File: config.mk
export PLATFORM = sky130hd
export DESIGN_NAME = song_reader_flat
export DESIGN_NICKNAME = d
export VERILOG_FILES = /design/src/rtl/song_pkg.sv /design/src/rtl/song_reader_if.sv /design/src/rtl/song_reader_tick_prescaler.sv /design/src/rtl/song_reader.sv /design/src/flat_wrapper.sv
export SDC_FILE = /design/constraint.sdc
export NUM_CORES = 1
export LEC_CHECK = 0
export CAP_MARGIN = 15
export CORE_ASPECT_RATIO = 0.5
export CORE_MARGIN = 5
export CORE_UTILIZATION = 31
export DETAILED_ROUTE_END_ITERATION = 7
export MAX_ROUTING_LAYER = met4
export PLACE_DENSITY_LB_ADDON = 0.12
export SYNTH_ARGS = -nofsm -noshare
export SYNTH_HDL_FRONTEND = slang
export SYNTH_SLANG_ARGS = --single-unit
File: constraint.sdc
create_clock -name clk -period 4.18 [get_ports clk]
set_input_delay 0.418 -clock clk [delete_from_list [all_inputs] [get_ports clk]]
set_output_delay 0.418 -clock clk [all_outputs]
set_load 0.01 [all_outputs]
File: src/rtl/song_pkg.sv
// Shared definitions for the song playback path.
// Covers the ROM entry layout, the reader FSM states and the default tick timing.
package song_pkg;

    localparam int MASK_HI = 15;
    localparam int MASK_LO = 12;
    localparam int TS_HI   = 11;
    localparam int TS_LO   = 0;

    localparam logic [3:0] END_MASK = 4'b0000;
    localparam int ROM_LATENCY      = 2;
    localparam int DEFAULT_TICK_DIV = 1687499;
    localparam int TICK_W           = 12;

    typedef enum logic [2:0] {
        IDLE   = 3'd0,
        FETCH0 = 3'd1,
        FETCH1 = 3'd2,
        WAIT   = 3'd3,
        EMIT   = 3'd4,
        DONE   = 3'd5
    } state_t;

    function automatic logic [3:0] entryMask(input logic [15:0] entry);
        return entry[MASK_HI:MASK_LO];
    endfunction

    function automatic logic [TICK_W-1:0] entryTs(input logic [15:0] entry);
        return entry[TS_HI:TS_LO];
    endfunction

endpackage

File: src/rtl/song_reader_if.sv
// Control, ROM and note-event signals between the song reader and the rest of the game.
interface song_reader_if #(
    parameter int ADDR_W = 10
);
    logic              start_song;
    logic              pause_song;
    logic [ADDR_W-1:0] rom_addr;
    logic [15:0]       rom_data;
    logic              note_valid;
    logic [3:0]        note_pads;
    logic [11:0]       song_tick;
    logic              song_done;

    modport master (
        input  start_song, pause_song, rom_data,
        output rom_addr, note_valid, note_pads, song_tick, song_done
    );

    modport slave (
        output start_song, pause_song, rom_data,
        input  rom_addr, note_valid, note_pads, song_tick, song_done
    );
endinterface

File: src/rtl/song_reader_tick_prescaler.sv
// Free-running divider producing a one-cycle tick_en_o every TICK_DIV+1 enabled cycles.
// Holding en_i low freezes the count, so no partial tick is lost across a pause.
module tick_prescaler
    import song_pkg::*;
#(
    parameter int TICK_DIV = DEFAULT_TICK_DIV
) (
    input  logic clk,
    input  logic reset,
    input  logic en_i,
    input  logic clr_i,
    output logic tick_en_o
);
    localparam int CW = (TICK_DIV > 0) ? $clog2(TICK_DIV + 1) : 1;
    localparam logic [CW-1:0] LAST = CW'(TICK_DIV);

    logic [CW-1:0] cnt_q, cnt_d;

    always_comb begin
        cnt_d = cnt_q;
        if (clr_i) begin
            cnt_d = '0;
        end else if (en_i) begin
            cnt_d = (cnt_q == LAST) ? '0 : cnt_q + 1'b1;
        end
    end

    assign tick_en_o = en_i && !clr_i && (cnt_q == LAST);

    always_ff @(posedge clk or posedge reset) begin
        if (reset) begin
            cnt_q <= '0;
        end else begin
            cnt_q <= cnt_d;
        end
    end
endmodule

File: src/rtl/song_reader.sv
// Walks the song ROM and releases each entry's pad mask once elapsed song time reaches
// its timestamp; a zero mask or the last ROM address ends the song.
module song_reader
    import song_pkg::*;
#(
    parameter int TICK_DIV = DEFAULT_TICK_DIV,
    parameter int ADDR_W   = 10
) (
    input logic           clk,
    input logic           reset,
    song_reader_if.master bus
);
    localparam logic [ADDR_W-1:0] ADDR_LAST = '1;
    localparam logic [TICK_W-1:0] TICK_MAX  = '1;

    state_t            state_q, state_d;
    logic [ADDR_W-1:0] addr_q, addr_d;
    logic [15:0]       entry_q, entry_d;
    logic              note_valid_q, note_valid_d;
    logic [3:0]        note_pads_q, note_pads_d;
    logic [TICK_W-1:0] tick_q, tick_d;
    logic              done_q, done_d;

    logic running;
    logic tickEn;
    logic isEnd;
    logic ready;

    assign running = (state_q == FETCH0) || (state_q == FETCH1) ||
                     (state_q == WAIT)   || (state_q == EMIT);
    assign isEnd   = (entryMask(entry_q) == END_MASK);
    assign ready   = !isEnd && (tick_q >= entryTs(entry_q)) && !bus.pause_song;

    tick_prescaler #(.TICK_DIV(TICK_DIV)) u_prescaler (
        .clk       (clk),
        .reset     (reset),
        .en_i      (running && !bus.pause_song),
        .clr_i     (bus.start_song),
        .tick_en_o (tickEn)
    );

    always_ff @(posedge clk or posedge reset) begin
        if (reset) begin
            state_q <= IDLE;
        end else begin
            state_q <= state_d;
        end
    end

    // start_song wins from every state, including mid-fetch and DONE.
    always_comb begin
        state_d = state_q;
        if (bus.start_song) begin
            state_d = FETCH0;
        end else begin
            case (state_q)
                IDLE:    state_d = IDLE;
                FETCH0:  state_d = FETCH1;
                FETCH1:  state_d = WAIT;
                WAIT: begin
                    if (isEnd) begin
                        state_d = DONE;
                    end else if (ready) begin
                        state_d = EMIT;
                    end
                end
                EMIT:    state_d = (addr_q == ADDR_LAST) ? DONE : FETCH0;
                DONE:    state_d = DONE;
                default: state_d = IDLE;
            endcase
        end
    end

    always_comb begin
        addr_d       = addr_q;
        entry_d      = entry_q;
        note_valid_d = 1'b0;
        note_pads_d  = note_pads_q;
        tick_d       = tick_q;
        done_d       = done_q;
        if (bus.start_song) begin
            addr_d = '0;
            tick_d = '0;
            done_d = 1'b0;
        end else begin
            if (tickEn && (tick_q != TICK_MAX)) begin
                tick_d = tick_q + 1'b1;
            end
            case (state_q)
                FETCH1: entry_d = bus.rom_data;
                WAIT: begin
                    if (isEnd) begin
                        done_d = 1'b1;
                    end else if (ready) begin
                        note_valid_d = 1'b1;
                        note_pads_d  = entryMask(entry_q);
                    end
                end
                EMIT: begin
                    if (addr_q == ADDR_LAST) begin
                        done_d = 1'b1;
                    end else begin
                        addr_d = addr_q + 1'b1;
                    end
                end
                default: ;
            endcase
        end
    end

    always_ff @(posedge clk or posedge reset) begin
        if (reset) begin
            addr_q       <= '0;
            entry_q      <= '0;
            note_valid_q <= 1'b0;
            note_pads_q  <= '0;
            tick_q       <= '0;
            done_q       <= 1'b0;
        end else begin
            addr_q       <= addr_d;
            entry_q      <= entry_d;
            note_valid_q <= note_valid_d;
            note_pads_q  <= note_pads_d;
            tick_q       <= tick_d;
            done_q       <= done_d;
        end
    end

    assign bus.rom_addr   = addr_q;
    assign bus.note_valid = note_valid_q;
    assign bus.note_pads  = note_pads_q;
    assign bus.song_tick  = tick_q;
    assign bus.song_done  = done_q;
endmodule

File: src/flat_wrapper.sv
// flat-port wrapper written by rule: the top's interface ports become plain ports
module song_reader_flat import song_pkg::*;
#(
    parameter int TICK_DIV = DEFAULT_TICK_DIV,
    parameter int ADDR_W   = 10
)
  (clk, reset, bus_start_song, bus_pause_song, bus_rom_data, bus_rom_addr, bus_note_valid, bus_note_pads, bus_song_tick, bus_song_done);
  song_reader_if #(.ADDR_W(ADDR_W)) bus_i ();
  input logic clk;
  input logic reset;
  input wire logic [$bits(bus_i.start_song)-1:0] bus_start_song;
  input wire logic [$bits(bus_i.pause_song)-1:0] bus_pause_song;
  input wire logic [$bits(bus_i.rom_data)-1:0] bus_rom_data;
  output wire logic [$bits(bus_i.rom_addr)-1:0] bus_rom_addr;
  output wire logic [$bits(bus_i.note_valid)-1:0] bus_note_valid;
  output wire logic [$bits(bus_i.note_pads)-1:0] bus_note_pads;
  output wire logic [$bits(bus_i.song_tick)-1:0] bus_song_tick;
  output wire logic [$bits(bus_i.song_done)-1:0] bus_song_done;
  assign bus_i.start_song = bus_start_song;
  assign bus_i.pause_song = bus_pause_song;
  assign bus_i.rom_data = bus_rom_data;
  assign bus_rom_addr = bus_i.rom_addr;
  assign bus_note_valid = bus_i.note_valid;
  assign bus_note_pads = bus_i.note_pads;
  assign bus_song_tick = bus_i.song_tick;
  assign bus_song_done = bus_i.song_done;
  song_reader #(.TICK_DIV(TICK_DIV), .ADDR_W(ADDR_W)) u_core (.clk(clk), .reset(reset), .bus(bus_i));
endmodule
# Yosys cells after proc, flatten, opt, wreduce, memory -nomap -nowiden
# Cells that the tools add are included.
dict set report op_classes {
  addsub 3
  magnitude_cmp 1
  n_eq_ne 12
  n_mux 21
  n_bitwise 2
  reduce_logical 21
}
# op count
set op_table {}
lappend op_table {{$mux 21} 3}
lappend op_table {{$mux 10} 3}
lappend op_table {{$mux 12} 2}
lappend op_table {{$add 21x1->21 const B} 1}
lappend op_table {{$eq 21x21->1 const B} 1}
lappend op_table {{$pmux 3 s5} 1}
lappend op_table {{$add 12x1->12 const B} 1}
lappend op_table {{$ge 12x12->1} 1}
lappend op_table {{$mux 3} 4}
lappend op_table {{$ne 12x12->1 const B} 1}
lappend op_table {{$add 10x1->10 const B} 1}
lappend op_table {{$eq 10x10->1 const B} 1}
lappend op_table {{$mux 1} 7}
lappend op_table {{$eq 3x2->1 const B} 2}
lappend op_table {{$eq 3x3->1 const B} 2}
lappend op_table {{$logic_and 1x1->1} 6}
lappend op_table {{$reduce_bool 2->1} 3}
lappend op_table {{$logic_not 4->1} 1}
lappend op_table {{$ne 4x2->1 const B} 1}
lappend op_table {{$reduce_and 2->1} 2}
lappend op_table {{$reduce_and 4->1} 1}
lappend op_table {{$eq 3x1->1 const B} 1}
lappend op_table {{$logic_not 1->1} 3}
lappend op_table {{$logic_or 1x1->1} 3}
lappend op_table {{other kinds (7)} 8}
dict set report totals {
  regBits 68
  inputBits 20
  output_inout_bits 28
}

# Logic depth before layout (Yosys ltp)
# Gate-level depths: netlist of run 1.
dict set report logic_depth {
  depth_word 10
  ltp_mapped 8
  depth_no_buf 7
}

# Cells and area by module
# A second synthesis of run 1 with hierarchy kept.
dict set report unflattened {
  cells_unflattened 390
  area_unflattened_um2 3782.4
}
# module n_inst cells_each area_per_inst_um2 seq_area_each_um2
set modules_own_cells {}
lappend modules_own_cells {song_reader 1 236 2403.6 1176.1}
lappend modules_own_cells {tick_prescaler 1 154 1378.8 525.5}

# Worst setup path before layout of run 1
# No wires, ideal clock.
dict set report synth_path {
  path_kind {flip-flop to flip-flop}
  startpoint {reg u_core.tick_q[0], in the netlist u_core.bus.song_tick[0]}
  endpoint {reg u_core.note_pads_q[0], in the netlist u_core.bus.note_pads[0]}
  arrival_time_ps 1916
  setup_slack_ps 2140
  path_stages_with_launch 8
  path_cell_list {dfrtp_1 inv_1 ha_1 nand2b_1 a2111o_1 o2111ai_1 a31oi_1 mux2_2}
}
dict set report synth_via {
  elab_chain_len 4
}
# element line_no
set synth_rtl {}
lappend synth_rtl {{start: declaration} song_reader.sv:21} ;# logic [TICK_W-1:0] tick_q, tick_d;
lappend synth_rtl {{start signal: assignment} song_reader.sv:124} ;# tick_q <= tick_d;
lappend synth_rtl {{$ge 12x12->1} song_reader.sv:32} ;# assign ready = !isEnd && (tick_q >= entryTs(entry_q)) && !bus.pause_song;
lappend synth_rtl {{$logic_and 1x1->1 (2 in series)} song_reader.sv:32}
lappend synth_rtl {{$reduce_and 4->1 (no source line)} -}
lappend synth_rtl {{end signal: assignment} song_reader.sv:123} ;# note_pads_q <= note_pads_d;
lappend synth_rtl {{end: declaration} song_reader.sv:20} ;# logic [3:0] note_pads_q, note_pads_d;
# Every way passes these cells.
# A chain may end at the register's enable or synchronous reset.

# Final worst setup path of run 1
dict set report layout_path {
  startpoint {reg u_core.tick_q[11], in the netlist u_core.bus.song_tick[11]}
  endpoint {reg u_core.note_pads_q[1], in the netlist u_core.bus.note_pads[1]}
}
# The elaborated chain is that of the path after synthesis.

==> run summary, run 1 <==
Area after DPL - 4350 um^2
CTS tree - built
RD Place Congestion - 0.768
Metal2 WL - 3.58 mm
Outcome - complete, no violations
Yosys cell types - 58
Via count - 2940
Max stage delay on crit path - 0.46 ns
Register area share after synthesis - 45.6%
Post-CTS Resized - 0
Core Region - 11800 um^2
Syn_area_per_cell - 9.76 um^2
Initial antenna violation count - 0
# nets final - 468
Worst slew pin tran - 0.799 ns
Die area - 14500 um^2
Slowest-stage cell, CP - dfrtp_1
Rows - 28
Die Span X - 165 um
Final Power - 1860 uW
Post-synthesis register bit count - 68
Worst Path Required - 4.40 ns
Post-route cell area - 4650 um^2
Endpoints failing setup - 0
Slew headroom - 46.7%
Worst Path Max Fanout - 6
Register-to-Register Path Depth - 6
Iter 0 DRT Violations - 238
Vias in the first global route - 2896
Clock Sinks - 68
Max Cap Viol - 0
CTS H-tree lvls - 3
Static Leak - 0.00189 uW
Arrival @ worst endpoint - 2.48 ns
Final hold vios - 0
Crit path cell chain - ha_1 -> nand4_1 -> nor2_1 -> o2111ai_1 -> a31oi_1 -> mux2_2
Post-Route WL - 8.98 mm
Clock Pin Slew Worst Setup and Hold Paths - 0.06 ns
Via density - 4.88
Pin count of the biggest net entering global routing - 37
IO Port Bufs - 47
Hold-fix buffers, CTS - 0
Crit path time final - 2.27 ns
Worst IR Drop VDD - 0.000149 V
Post-DRT Antenna Nets - 0
Clock buffer count from CTS - 9
# DRC - 0
Worst Clk Skew - 0.00397 ns
Ys flop type - dfrtp_1
Power Dens Cells - 400 nW/um^2
Unrepaired setup endpoints after global routing - false
Layout area overhead - 24.6%
Max Fclk - 441 MHz
Hold_ws - 0.519 ns
Antenna Cells - 0
Final std cells w/o fill - 603
Layout cell share with drive strength beyond 1 - 9.82%
Uppermost layer routed - met4
Mapped Nets - 417
WL/cell - 14.9 um
HPWL after DPL - 6.31 mm
Crit Path Class - reg2reg
Routed met1 length - 4.80 mm
Cell count after synthesis - 382
Placed Cells incl. Taps - 586
Synth warn - 0
Clk Latency, worst-skew pair - 0.33 ns
Length of routed met3 wiring - 485 um
Hold depth - 1
Crit share post-route - 54.2%
I/O pins - 48
Final-report max-slew violation count - 0
CP Launch Type - flop
Min-delay worst type - reg2reg
Synthesized area - 3730 um^2
Async SR Flop Fraction - 100%
Initial Util - 31.6%
Vert. Die Dim - 87.6 um
Post CTS Setup Buffer Count - 0
CTS Buffer Depth - 2
Root Buffer - clkbuf_16
Number of flops mapped to enable cells by yosys - 0
DRT Pass-1 Iters - 4
Total gr overflow - 0
First-pass GRT wire length - 15.1 mm
Crit end category - flop
Post-route setup TNS - 0 ns
Total GRT Usage - 13.8%
report_power, final:
part | internal (uW) | switching [uW]
sequential | 749 | 52.9
combinational | 135 | 176
clock | 458 | 287
path summary, 6_finish.rpt:
kind                                                 startpoint                                  end  slack, ns
max                        u_core.bus.song_tick[11]$_DFFE_PP0P_  u_core.bus.note_pads[1]$_DFFE_PP0P_       1.91
min reg2reg                 u_core.bus.note_pads[3]$_DFFE_PP0P_  u_core.bus.note_pads[3]$_DFFE_PP0P_       0.52
max reg2reg                u_core.bus.song_tick[11]$_DFFE_PP0P_  u_core.bus.note_pads[1]$_DFFE_PP0P_       1.91
max in group asynchronous                                 reset       u_core.entry_q[11]$_DFFE_PP0P_       2.66
min                         u_core.bus.note_pads[3]$_DFFE_PP0P_  u_core.bus.note_pads[3]$_DFFE_PP0P_       0.52
min in group asynchronous                                 reset   u_core.bus.rom_addr[7]$_DFFE_PP0P_       0.56
cell type report:
type | count | area [um^2]
Tap cell | 165 | 206
Multi-Input combinational cell | 283 | 1870
Timing Repair Buffer | 52 | 508
Sequential cell | 68 | 1700
Fill cell | 1153 | 7160
Clock buffer | 9 | 225
Clock inverter | 7 | 67.6
Inverter | 19 | 71.3
flip-flops by register name, indices dropped and copies added, names as in the netlist:
register and count:
u_core.bus.note_pads 4, u_core.bus.note_valid 1, u_core.bus.song_tick 12, u_core.bus.song_done 1, u_core.u_prescaler.cnt_q 21, u_core.state_q 3
u_core.entry_q 16, u_core.bus.rom_addr 10
critical path: cells and delay by family, from the launching register on:
| family | cells | cell delay (ns) |
|---|---|---|
| AO/OA/AOI/OAI | 2 | 0.62 |
| adder cells (fa/ha/maj) | 1 | 0.35 |
| flip-flops | 1 | 0.46 |
| multiplexers | 1 | 0.39 |
| AND/OR/NAND/NOR | 2 | 0.34 |
synth_stat cells (2+ instances only):
| master | instances | area share [%] |
|---|---|---|
| nor3_4 | 2 | 0.87 |
| ha_1 | 15 | 5.0 |
| nor2b_1 | 4 | 0.67 |
| xor2_1 | 15 | 3.5 |
| o211ai_1 | 2 | 0.40 |
| nand2_1 | 38 | 3.8 |
| mux2_2 | 9 | 2.7 |
| or3_1 | 3 | 0.50 |
| a31oi_1 | 7 | 1.2 |
| buf_6 | 2 | 0.60 |
| o31ai_1 | 11 | 2.2 |
| clkbuf_1 | 5 | 0.50 |
| nand3_1 | 23 | 3.1 |
| nor2_1 | 36 | 3.6 |
| and3_1 | 6 | 1.0 |
| and2_1 | 3 | 0.50 |
| o21ai_0 | 19 | 2.5 |
| mux2i_1 | 2 | 0.54 |
| a21oi_1 | 17 | 2.3 |
| nor3_1 | 4 | 0.54 |
| o41ai_1 | 3 | 0.70 |
| o311ai_0 | 2 | 0.47 |
| or4_1 | 8 | 1.6 |
| dfrtp_1 | 68 | 46 |
| o21a_1 | 3 | 0.60 |
| or2_2 | 2 | 0.34 |
| inv_1 | 18 | 1.8 |
| clkbuf_8 | 2 | 0.74 |
| xnor2_1 | 4 | 0.94 |
| nor4bb_1 | 2 | 0.54 |
| nand2b_1 | 2 | 0.34 |
| and4_1 | 4 | 0.94 |
| nand4_1 | 16 | 2.7 |
routing by layer:
metal / track usage (%) / vias up
met3: 4.09 / 12
met4: 3.85 / 0
met1: 19.4 / 1374
met2: 19.1 / 53
met5: - / -
li1: - / 1501
cell usage in the layout (no fill, tap or decap), types with 4 or more instances in the layout:
master            n
inv_1            17
xor2_1           15
and3_1            6
a31oi_1           7
nand2_1          38
and4_1            4
o21ai_0          19
buf_4             5
a21oi_1          17
mux2_2            9
or4_1             8
ha_1             15
xnor2_1           4
nor2b_1           4
dfrtp_1          68
nor2_1           36
clkbuf_16         9
nand4_1          16
o31ai_1          11
nor3_1            4
clkdlybuf4s50_1  47
nand3_1          23
per-stage QoR:
| stage | setup WS, ns | utilization, % |
|---|---|---|
| after floorplan | 2.05 | - |
| after global placement | 1.80 | 36.8 |
| after detailed placement | 1.77 | 36.8 |
| after CTS | 1.89 | 39.3 |
| after global routing | 1.73 | 39.4 |
| final | 1.91 | 39.4 |
logic make-up (layout without fill, tap and decap cells):
family | after synthesis | count (layout) | synth area share (%)
DFF | 68 | 68 | 45.6
buffers and inverters | 31 | 87 | 4.33
xor gates and xnor gates | 19 | 19 | 4.46
AOI/OAI and AO/OA | 74 | 74 | 13.0
adders and majority gates | 15 | 15 | 5.03
and+or+nand+nor | 164 | 164 | 24.3
muxes | 11 | 11 | 3.25
(Power assumes the default switching activity.)
==> run 2: changes to the inputs <==
==> constraint.sdc (replaced) <==
create_clock -name clk -period 2.1 [get_ports clk]
set_input_delay 0.21 -clock clk [delete_from_list [all_inputs] [get_ports clk]]
set_output_delay 0.21 -clock clk [all_outputs]
set_load 0.01 [all_outputs]
==> run summary, run 2 (synthesis results as in run 1) <==
Total gr overflow - 0
First-pass GRT wire length - 15.6 mm
R2R Path End - u_core.bus.song_tick[5]$_DFFE_PP0P_
Most crowded layer after global routing - met1
Sequential standard cell area - 1700 um^2
Max stage delay on crit path - 0.54 ns
Register-to-Register Path Depth - 5
Critical path buffer and inverter count - 0
Antenna Cells - 0
HPWL after DPL - 7.00 mm
Endpoints failing setup - 0
Final Power - 3810 uW
Vias in the first global route - 2981
Max reg flops - 21
Final std cells w/o fill - 653
Clk Latency, worst-skew pair - 0.33 ns
I/O pins - 48
Slew headroom - 68.9%
Die Span X - 165 um
Power Dens Cells - 749 nW/um^2
Slowest-stage cell, CP - or4_4
Area of the multi-input gates - 1880 um^2
Vert. Die Dim - 87.6 um
CTS H-tree lvls - 3
Initial antenna violation count - 0
Post-route cell area - 5080 um^2
Area after DPL - 4770 um^2
Post-Place Worst Slack - 0.0137 ns
Die area - 14500 um^2
Worst r2r src - u_core.u_prescaler.cnt_q[17]$_DFFE_PP0P_
Met3 Track Usage GR - 3.81%
# DRC - 0
RD Place Congestion - 0.845
Static Leak - 0.00216 uW
Crit share post-route - 97.2%
Commonest non-fill, non-tap cell in the layout - dfrtp_1
Layout area overhead - 36.3%
Delay-heaviest family, CP - simple AND/OR/NAND/NOR gates
Worst Clk Skew - 0.00538 ns
Register-to-register setup slack - 0.06 ns
Crit path time final - 2.04 ns
Biggest register - u_core.u_prescaler.cnt_q
Initial Util - 31.6%
Placed Cells incl. Taps - 637
Core Region - 11800 um^2
Met1 usage - 21.1%
Final hold vios - 0
Worst Path Required - 2.35 ns
CTS Buffer Depth - 2
Max Cap Viol - 0
CTS tree - built
Max Fclk - 490 MHz
Via count - 3129
Min-delay worst type - in2async
Met2 usage - 19.0%
Post CTS Setup Buffer Count - 0
Final-report max-slew violation count - 0
Total GRT Usage - 14.2%
Crit end category - flop
DRT Pass-1 Iters - 4
Crit Path Class - reg2reg
Clock Pin Slew Worst Setup and Hold Paths - 0.06 ns
Worst IR Drop VDD - 0.000337 V
Arrival @ worst endpoint - 2.30 ns
Unrepaired setup endpoints after global routing - true
Pin count of the biggest net entering global routing - 45
Outcome - complete, no violations
Crit path cell chain - or4_4 -> nor3_4 -> nand3_4 -> or4_1 -> a21oi_1
Clock buffer count from CTS - 9
Rows - 28
Clock Sinks - 68
WL/cell - 14.4 um
Post-DRT Antenna Nets - 0
Setup ws final - 0.0588 ns
Via density - 4.79
Layout cell share with drive strength beyond 1 - 19.7%
Post-Route WL - 9.38 mm
CP Launch Type - flop
# fillers - 1187
Iter 0 DRT Violations - 138
Worst Path Max Fanout - 15
Worst slew pin tran - 0.463 ns
IO Port Bufs - 47
Most frequent cells in the layout - dfrtp_1, buf_4, clkdlybuf4s50_1, nand2_1, nor2_1
Root Buffer - clkbuf_16
# nets final - 518
## run 2: changes by cell type in the layout (fill, tap and decap cells not counted), sizes merged
cell      delta
inv          +2
clkinvlp     -2
buf         +50
## run 2: metrics by stage
step	hold slack, ns	utilization [%]	setup TNS [ns]
after floorplan	0.327	-	0
after global placement	0.507	40.4	0
after detailed placement	0.505	40.4	0
after CTS	0.159	43.0	0
after global routing	0.175	43.0	-0.643
final	0.159	43.0	0
## run 2: layer usage
| layer | routed length [um] | part of all wire, % | vias to the layer above |
|---|---|---|---|
| met5 | 0 | 0 | - |
| met4 | 87 | 0.93 | 0 |
| met3 | 459 | 4.9 | 8 |
| met2 | 3750 | 40 | 57 |
| met1 | 5080 | 54 | 1461 |
| li1 | - | - | 1603 |
## run 2: report_power, final
part | switching [uW] | internal, uW | leakage, uW
combinational | 367 | 329 | 0.00110
sequential | 102 | 1490 | 0.000914
clock | 594 | 925 | 0.000146
total | 1060 | 2740 | 0.00216
## run 2: layout make-up
type                            count  share of cell area (%)
Clock buffer                        9                    4.43
Clock inverter                      7                    1.45
Inverter                           19                    1.40
Multi-Input combinational cell    283                    37.1
Sequential cell                    68                    33.5
Tap cell                          165                    4.06
Timing Repair Buffer              102                    18.1
## run 2: how the worst max path moves through the flow
| stage | from | to | slack (ns) | cells after the start |
|---|---|---|---|---|
| floorplan | u_core.bus.song_tick[0]$_DFFE_PP0P_ | u_core.bus.note_pads[0]$_DFFE_PP0P_ | 0.06 | 7 |
| global placement | bus_pause_song | u_core.bus.note_pads[1]$_DFFE_PP0P_ | 0.04 | 6 |
| detailed placement | bus_pause_song | u_core.bus.note_pads[3]$_DFFE_PP0P_ | 0.01 | 6 |
| CTS | u_core.u_prescaler.cnt_q[17]$_DFFE_PP0P_ | u_core.bus.song_tick[5]$_DFFE_PP0P_ | 0.04 | 5 |
| global route | u_core.u_prescaler.cnt_q[17]$_DFFE_PP0P_ | u_core.bus.song_tick[5]$_DFFE_PP0P_ | -0.08 | 5 |
| finish | u_core.u_prescaler.cnt_q[17]$_DFFE_PP0P_ | u_core.bus.song_tick[5]$_DFFE_PP0P_ | 0.06 | 5 |
## run 2: worst register-to-register path: cells and delay by family, from the launching register on
family	cells	cell delay, ns
flip-flops	1	0.37
AO/OA/AOI/OAI	1	0.16
AND/OR/NAND/NOR	4	1.43
## run 2: timing repair
action / in CTS / in global routing
pin swaps: 0 / 2
endpoints found under the setup margin: 1 / 19
gates resized for setup: 1 / 2
hold buffers: 0 / 0
==> run 3: changes to the inputs <==
--- a/config.mk
+++ b/config.mk
@@ -9,6 +9,7 @@
 export CORE_ASPECT_RATIO = 0.5
 export CORE_MARGIN = 5
 export CORE_UTILIZATION = 31
+export CTS_CLUSTER_SIZE = 12
 export DETAILED_ROUTE_END_ITERATION = 7
 export MAX_ROUTING_LAYER = met4
 export PLACE_DENSITY_LB_ADDON = 0.12
==> results of run 3 <==
No change in the layout: final DEF, timing and power equal those of run 2.
